## src/rtl/vend_controller.sv

```systemverilog
// vend_controller: credit accumulation, vend arbitration and paced change payout
module vend_controller #(
   parameter int PRICE      = 55,
   parameter int MAX_CREDIT = 95,
   parameter int CREDIT_W   = 7,
   parameter int CHANGE_GAP = 2
) (
   input  logic                clk,
   input  logic                reset,
   input  logic                dimeDetected,
   input  logic                nickelDetected,
   input  logic                quarterDetected,
   input  logic                selectItem,
   input  logic                cancel,
   output logic [CREDIT_W-1:0] credit,
   output logic                dispense,
   output logic                changeDime,
   output logic                changeNickel,
   output logic                rejectCoin,
   output logic                busy
);
   localparam logic [1:0] IDLE   = 2'd0;
   localparam logic [1:0] VEND   = 2'd1;
   localparam logic [1:0] CHANGE = 2'd2;
   localparam int SW = CREDIT_W + 1;
   localparam int GW = CHANGE_GAP > 1 ? $clog2(CHANGE_GAP) : 1;
   localparam logic [SW-1:0] PRICE_V   = SW'(PRICE);
   localparam logic [SW-1:0] MAX_V     = SW'(MAX_CREDIT);
   localparam logic [SW-1:0] DIME_V    = SW'(10);
   localparam logic [SW-1:0] NICKEL_V  = SW'(5);
   localparam logic [SW-1:0] QUARTER_V = SW'(25);
   localparam logic [GW-1:0] GAP_RELOAD = GW'(CHANGE_GAP - 1);

   logic [1:0]          state, stateNext;
   logic [GW-1:0]       gapCnt, gapNext;
   logic [CREDIT_W-1:0] creditNext, payRest;
   logic [SW-1:0]       creditX, coinValue, coinSum, idleCredit, payBase;
   logic [1:0]          coinCount;
   logic                coinFits, payDime, payNickel;
   logic                dispenseNext, dimeNext, nickelNext, rejectNext;

   // A coin is valued only when exactly one detector fires; simultaneous pulses are rejected.
   assign coinCount  = {1'b0, dimeDetected} + {1'b0, nickelDetected} + {1'b0, quarterDetected};
   assign coinValue  = coinCount != 2'd1 ? '0 : quarterDetected ? QUARTER_V : dimeDetected ? DIME_V : NICKEL_V;
   assign creditX    = {1'b0, credit};
   assign coinSum    = creditX + coinValue;
   assign coinFits   = coinValue != '0 && coinSum <= MAX_V;
   assign idleCredit = coinFits ? coinSum : creditX;
   // Change is paid from the coin-adjusted credit when leaving IDLE, otherwise from the register.
   assign payBase    = state == IDLE ? idleCredit : creditX;
   assign payDime    = payBase >= DIME_V;
   assign payNickel  = !payDime && payBase >= NICKEL_V;
   assign payRest    = CREDIT_W'(payBase - (payDime ? DIME_V : payNickel ? NICKEL_V : '0));
   assign busy       = state != IDLE;

   // Next-state, credit and output-pulse decisions for the coming edge.
   always_comb begin
      stateNext    = state;
      creditNext   = credit;
      gapNext      = gapCnt;
      dispenseNext = 1'b0;
      dimeNext     = 1'b0;
      nickelNext   = 1'b0;
      rejectNext   = coinCount != 2'd0 && (state != IDLE || !coinFits);
      case (state)
         IDLE: begin
            creditNext = idleCredit[CREDIT_W-1:0];
            if (cancel && credit != '0) begin
               stateNext  = CHANGE;
               creditNext = payRest;
               dimeNext   = payDime;
               nickelNext = payNickel;
               gapNext    = GAP_RELOAD;
            end else if (!cancel && selectItem && creditX >= PRICE_V) begin
               stateNext    = VEND;
               creditNext   = CREDIT_W'(idleCredit - PRICE_V);
               dispenseNext = 1'b1;
            end
         end
         VEND: begin
            stateNext = credit != '0 ? CHANGE : IDLE;
            if (credit != '0) begin
               creditNext = payRest;
               dimeNext   = payDime;
               nickelNext = payNickel;
               gapNext    = GAP_RELOAD;
            end
         end
         CHANGE: begin
            if (credit == '0) begin
               stateNext = IDLE;
            end else if (gapCnt == '0) begin
               creditNext = payRest;
               dimeNext   = payDime;
               nickelNext = payNickel;
               gapNext    = GAP_RELOAD;
            end else begin
               gapNext = gapCnt - 1'b1;
            end
         end
         default: stateNext = IDLE;
      endcase
   end

   // Register state, credit, pacing counter and all pulse outputs.
   always_ff @(posedge clk) begin
      if (reset) begin
         state        <= IDLE;
         credit       <= '0;
         gapCnt       <= '0;
         dispense     <= 1'b0;
         changeDime   <= 1'b0;
         changeNickel <= 1'b0;
         rejectCoin   <= 1'b0;
      end else begin
         state        <= stateNext;
         credit       <= creditNext;
         gapCnt       <= gapNext;
         dispense     <= dispenseNext;
         changeDime   <= dimeNext;
         changeNickel <= nickelNext;
         rejectCoin   <= rejectNext;
      end
   end
endmodule

```

## config.mk

```make
export PLATFORM = sky130hd
export DESIGN_NAME = vend_controller
export DESIGN_NICKNAME = d
export VERILOG_FILES = /design/src/rtl/vend_controller.sv
export SDC_FILE = /design/constraint.sdc
export NUM_CORES = 1
export LEC_CHECK = 0
export CAP_MARGIN = 20
export CORE_ASPECT_RATIO = 0.6
export CORE_MARGIN = 1.5
export CORE_UTILIZATION = 30
export DETAILED_ROUTE_END_ITERATION = 16
export SYNTH_ARGS = -nofsm -noshare
export SYNTH_HDL_FRONTEND = slang
export SYNTH_SLANG_ARGS = --single-unit
export TNS_END_PERCENT = 30
```

## constraint.sdc

```tcl
create_clock -name clk -period 5.3 [get_ports clk]
set_clock_uncertainty 0.15 [all_clocks]
set_input_delay 0.53 -clock clk [delete_from_list [all_inputs] [get_ports clk]]
set_output_delay 0.53 -clock clk [all_outputs]
set_load 0.005 [all_outputs]
```

==> results.cfg, run 1 <==
[global_routing]
track_usage_pct = 18.90
grt_pass1_wl_mm = 8.921
grt_max_degree = 15
grt_pass1_vias = 1813
antenna_found_initial = 0
overflow = 0

[setup_path]
path_class = input pin to flop
crit_path_end_kind = flop
arrival_ns = 5.04
reg2reg_from = credit[4]
r2r_slack_ns = 0.89
required_ns = 5.29
path_max_fanout = 5
reg2reg_depth = 16
critPathLaunchType = input pin
r2r_end = credit[5]
critPathLaunch = dimeDetected
cp-endpoint = credit[5]

[place]
io_buffers = 18
dp.cells = 350
place_hpwl_mm = 4.177
gp_congestion = 0.8520
postPlaceCellArea_mm2 = 0.002283

[synthesis]
synth_seq_area_share_pct = 16.14
ys.flop_type = dfxtp_1
yosysUniqueCellTypes = 57
syn_area_per_cell_um2 = 7.930
synthCells = 219
synth_nets = 246
yosysTopAreaCell = dfxtp_1
ys_ff_latch = 14
yosys_warnings = 0
netlist_area_mm2 = 0.001737
synth.top_cell.area_share_pct = 16.14
synthArstFlopShare_pct = 0
yosys-top-cells-area = dfxtp_1 (16%), ha_1 (12%), xnor2_1 (5.0%)
synth_edf_count = 0

[layout]
post-route-cell-area_mm2 = 0.002531
layout-drive-gt1-share_pct = 29.82
multiInputGateArea_mm2 = 0.001488
n_fill_cell = 580
area_growth_pct = 45.75
regArea_um2 = 280.3
final_cell_mix = buf_4 (46), nor2_1 (17), ha_1 (15), clkdlybuf4s50_1 (15)
diodes = 0
layout.nets = 313
final_common_cell = buf_4
final_cells = 365

[floorplanning]
die_x_um = 101.2
initial_core_util_pct = 31.18
io_pins = 19
rows = 21
core-area_mm2 = 0.005570
fp.dieH_um = 61.94
die_area_mm2 = 0.006269

[clocking]
cts_sinks = 14
hold_buffers = 0
path_clk_slew_ns = 0.06
clk_latency_ns = 0.25
cts_root_buf = clkbuf_8
cts_made_buffers = 3
cts_tree = built
htree_num_levels = 1
clock_path_buffers = 2

[timing]
drv_slew = 0
finalHoldViolCount = 0
clock.fmax_ghz = 0.1981
finalSetupViolCount = 0
period_minus_slack_ns = 5.048
finalCritPeriodShare_pct = 95.24
rsz0062_at_grt = no
worstMarginPinSlew_ns = 0.7137
relSlewSlack_pct = 52.42

[power_and_ir_drop]
intPower_mw = 0.7114
clockPowerShare_pct = 8.4
power_leakage_nw = 1.103
power_density_mw_per_mm2 = 520.2
peakVddDrop_mv = 0.1883
netSwitchingPower_mw = 0.6052
p_sw_share_pct = 45.97
seq_power_share_pct = 14.7
comb_power_share_pct = 76.8

[route]
drt_first_pass_iters = 5
ant_nets = 0
num_vias = 1887
wl_per_cell_um = 14.86
via_per_inst = 5.170
routed_wirelength_mm = 5.425
drtIter0Drc = 183
route.detailed.drc = 0

[worst_hold_path]
hold_class = flop to flop
worstHoldStart = state[1]

[status]
status = completed

[run]
cap_violations = 0
## cell usage after synthesis (2+ instances only)
cell and count:
ha_1 17, o21ai_1 6, and4_1 2, buf_1 2
xor2_1 5, and2_1 4, a21oi_1 11, a21o_1 5
inv_1 13, nand2_1 14, nor2b_1 2, a31oi_1 2
o211ai_1 7, fa_1 3, nor2_1 19, dfxtp_1 14
nand3_1 11, nand2b_1 3, mux2i_1 6, a211oi_1 3
and3_1 2, o21ai_0 13, mux2_2 4, xnor2_1 10
nor3_1 6, nor3b_1 2, clkbuf_1 3
## metrics by stage
| stage | setup WS, ns | setup TNS, ns | total power [mW] | util (%) | hold WS, ns |
|---|---|---|---|---|---|
| 2_1_floorplan | 0.01498 | 0 | 0.7104 | - | 0.3192 |
| 3_3_place_gp | -0.5041 | -1.964 | 1.067 | 40.99 | 0.3376 |
| 3_5_place_dp | -0.6722 | -2.731 | 1.073 | 40.99 | 0.3521 |
| 4_1_cts | -0.007997 | -0.007997 | 1.229 | 43.19 | 0.3609 |
| 5_1_grt | 0.01381 | 0 | 1.425 | 45.44 | 0.4004 |
| 6_report | 0.2521 | 0 | 1.317 | 45.44 | 0.3619 |
## cell families (layout without fill, tap and decap cells)
group	after synthesis	count (layout)	synth area share [%]
AOI/OAI and AO/OA	69	69	28.46
xor gates and xnor gates	15	15	7.564
adders and majority gates	20	20	15.71
buffers and inverters	18	84	3.891
DFF	14	14	16.14
muxes	12	12	7.564
and+or+nand+nor	71	71	20.68
## repair_timing
item / in CTS / in global routing
setup endpoints to repair: 5 / 5
setup buffers: 3 / 8
endpoints found under the hold margin: 0 / 0
pin swaps: 11 / 20
gates resized for setup: 10 / 20
## power groups by stage
stage	combinational [mW]	sequential, mW	clock [mW]
after floorplan	0.541	0.169	0
after global placement	0.874	0.193	0
after detailed placement	0.880	0.192	0
after CTS	0.927	0.191	0.111
after global routing	1.11	0.198	0.118
final	1.01	0.194	0.111
## critical path: stages
cell,delay (ns)
dlymetal6s2s_1,0.15
fa_1,0.44
nand2b_1,0.20
buf_6,0.13
nor2_2,0.07
ha_1,0.27
and2_4,0.20
a221o_1,0.36
o21ai_2,0.20
o211a_4,0.24
mux2_4,0.34
o311a_1,0.37
o2111ai_2,0.21
buf_4,0.15
ha_1,0.25
a21o_1,0.19
a21oi_2,0.18
o211ai_1,0.12
xor2_1,0.18
a32oi_1,0.17
o21ai_1,0.10
## layout make-up
class / instances / share of cell area, %
Clock buffer: 4 / 2.175
Inverter: 13 / 1.928
Multi-Input combinational cell: 187 / 58.77
Sequential cell: 14 / 11.07
Tap cell: 80 / 3.955
Timing Repair Buffer: 67 / 22.10
## per-layer routing
metal / up-vias / routed length [um] / global-route usage, %
li1: 942 / - / -
met1: 878 / 2928 / 28.45
met2: 60 / 2041 / 27.33
met3: 7 / 418 / 5.257
met4: 0 / 37 / 2.381
met5: - / 0 / 0
## state kept, by name (all words and copies together) (netlist names)
register and cells:
state 2, dispense 1, changeNickel 1, gapCnt 1, credit 7, rejectCoin 1, changeDime 1
## worst min-delay path by stage
stage | endpoint | slack [ns] | cells after the start
after floorplan | state[1] | 0.32 | 2
after global routing | state[1] | 0.40 | 2
after CTS | state[1] | 0.36 | 2
after global placement | state[1] | 0.34 | 2
final | state[1] | 0.36 | 2
after detailed placement | state[1] | 0.35 | 2
Note: power is estimated with default switching activity, not from simulation.
==> run 2, diff against run 1 <==
--- a/config.mk
+++ b/config.mk
@@ -14,3 +14,3 @@
 export SYNTH_HDL_FRONTEND = slang
 export SYNTH_SLANG_ARGS = --single-unit
-export TNS_END_PERCENT = 30
+export TNS_END_PERCENT = 20
==> constraint.sdc (replaced) <==
create_clock -name clk -period 5.3 [get_ports clk]
set_clock_uncertainty 0.15 [all_clocks]
set_input_delay 0.53 -clock clk [delete_from_list [all_inputs] [get_ports clk]]
set_output_delay 0.53 -clock clk [all_outputs]
set_load 0.05 [all_outputs]
==> results of run 2 <==
The final DEF is identical to that of run 1. Status: completed.
Among the figures that moved: total power 1.317 mW -> 1.402 mW; worst IR drop on VDD 0.1883 mV -> 0.2120 mV
==> run 3, diff against run 2 <==
Settings changed: CAP_MARGIN 20 to default, SLEW_MARGIN from default to 25.
==> run 3 against run 2 <==
Against the previous run: clock-buffer cell count stayed put; sequential share of layout area hardly changed; sequential power hardly changed; die area stayed put; first-iteration DRC count fell by 9.3%; global-route usage did not move; core utilization grew 0.067 points; critical path type unchanged; clock power is essentially flat; worst setup slack better by 0.0026 ns; combinational power about the same; worst hold slack got worse by 0.0053 ns.
==> results.cfg, run 3 (synthesis gave the netlist of run 1 again) <==
[power_and_ir_drop]
comb_power_share_pct = 78.3
clockPowerShare_pct = 7.8
p_sw_share_pct = 48.97
intPower_mw = 0.7167
power_leakage_nw = 1.089
netSwitchingPower_mw = 0.6877
peakVddDrop_mv = 0.2223
seq_power_share_pct = 13.9
power_mw = 1.404
power_density_mw_per_mm2 = 554.0

[clocking]
cts_made_buffers = 3
hold_buffers = 0
cts_sinks = 14
clk_latency_ns = 0.25
htree_num_levels = 1
clock_path_buffers = 2
cts_tree = built
cts_root_buf = clkbuf_8
path_clk_slew_ns = 0.06

[place]
io_buffers = 18
postPlaceCellArea_mm2 = 0.002283
pre_cts_ws_ns = -0.6722
place_hpwl_mm = 4.177
gp_congestion = 0.8520
dp.cells = 350

[timing]
finalCritPeriodShare_pct = 95.19
worstMarginPinSlew_ns = 0.6827
relSlewSlack_pct = 54.48
period_minus_slack_ns = 5.045
finalSetupTns_ns = 0
finalHoldViolCount = 0
finalSetupViolCount = 0
holdWs_ns = 0.3566
clock.fmax_ghz = 0.1982
drv_slew = 0
finalWorstSetupSlack_ns = 0.2547

[setup_path]
critPathLaunchType = input pin
crit_path_end_kind = flop
required_ns = 5.31
r2r_slack_ns = 0.89
path_class = input pin to flop
path_max_fanout = 5
arrival_ns = 5.06

[route]
ant_nets = 0
route.detailed.drc = 0
num_vias = 1898
drt_first_pass_iters = 4
via_per_inst = 5.214
wl_per_cell_um = 14.86
routed_wirelength_mm = 5.409
drtIter0Drc = 166

[run]
cap_violations = 0

[floorplanning]
die_area_mm2 = 0.006269
rows = 21
fp.dieH_um = 61.94
die_x_um = 101.2
io_pins = 19
initial_core_util_pct = 31.18
core-area_mm2 = 0.005570

[layout]
largest_register = credit
diodes = 0
final_cell_mix = buf_4 (45), nor2_1 (17), clkdlybuf4s50_1 (15)
area_growth_pct = 45.97
layout-drive-gt1-share_pct = 30.63
largest_register_ffs = 7
final_cells = 364
final_util_pct = 45.51
reg_top3 = credit (7), state (2)
final_common_cell = buf_4
layout.nets = 312
post-route-cell-area_mm2 = 0.002535

[global_routing]
grt_max_degree = 15
grt_pass1_vias = 1813
track_usage_pct = 18.90
overflow = 0
grt_pass1_wl_mm = 8.921
antenna_found_initial = 0

[worst_hold_path]
hold_class = flop to flop

[status]
status = completed
run 3: path summary, 6_finish.rpt:
check / startpoint / to / cells past startpoint
min: state[1] / state[1] / 2
max: quarterDetected / credit[4] / 23
max reg2reg: credit[4] / credit[4] / 18
min reg2reg: state[1] / state[1] / 2
run 3: what timing repair did:
action / in CTS / in global routing
pin swaps: 11 / 20
setup buffers: 3 / 7
gates resized for setup: 10 / 23
endpoints found under the setup margin: 5 / 5
run 3: cell type report:
cell class	count	area, um^2
clock buffers	4	55.05
fillers	580	3035
inverters	13	48.80
multi-input cells	187	1506
flip-flops and latches	14	280.3
well taps	80	100.1
repair buffers	66	544.3
run 3: power by group through the flow:
stage | logic, mW | registers (mW) | clock network [mW]
3_5_place_dp | 0.965 | 0.192 | 0
2_1_floorplan | 0.551 | 0.244 | 0
6_report | 1.10 | 0.195 | 0.110
4_1_cts | 1.01 | 0.191 | 0.111
3_3_place_gp | 0.959 | 0.193 | 0
5_1_grt | 1.20 | 0.199 | 0.118
run 3: per-layer routing:
layer	vias to the layer above	part of all wire (%)	global-route usage (%)	wire length, um
met5	-	0	0	0
met4	0	0.41	2.381	22
met3	6	8.8	5.257	478
met2	78	38	27.33	2052
met1	872	53	28.45	2855
li1	942	-	-	-
run 3: critical path: stages:
cell and delay, ns:
clkbuf_2 0.10, fa_1 0.47, nand2b_1 0.20, buf_6 0.14, nor2_4 0.09, ha_4 0.22, and2_4 0.18, a221o_1 0.36
o21ai_2 0.22, o211a_4 0.25, mux2_4 0.34, nor3_4 0.19, o2111ai_2 0.12, inv_1 0.10, ha_2 0.18, inv_2 0.05
fa_2 0.35, a21o_1 0.20, a21oi_2 0.21, buf_4 0.15, xnor2_2 0.10, nor3_2 0.06, a311oi_1 0.26
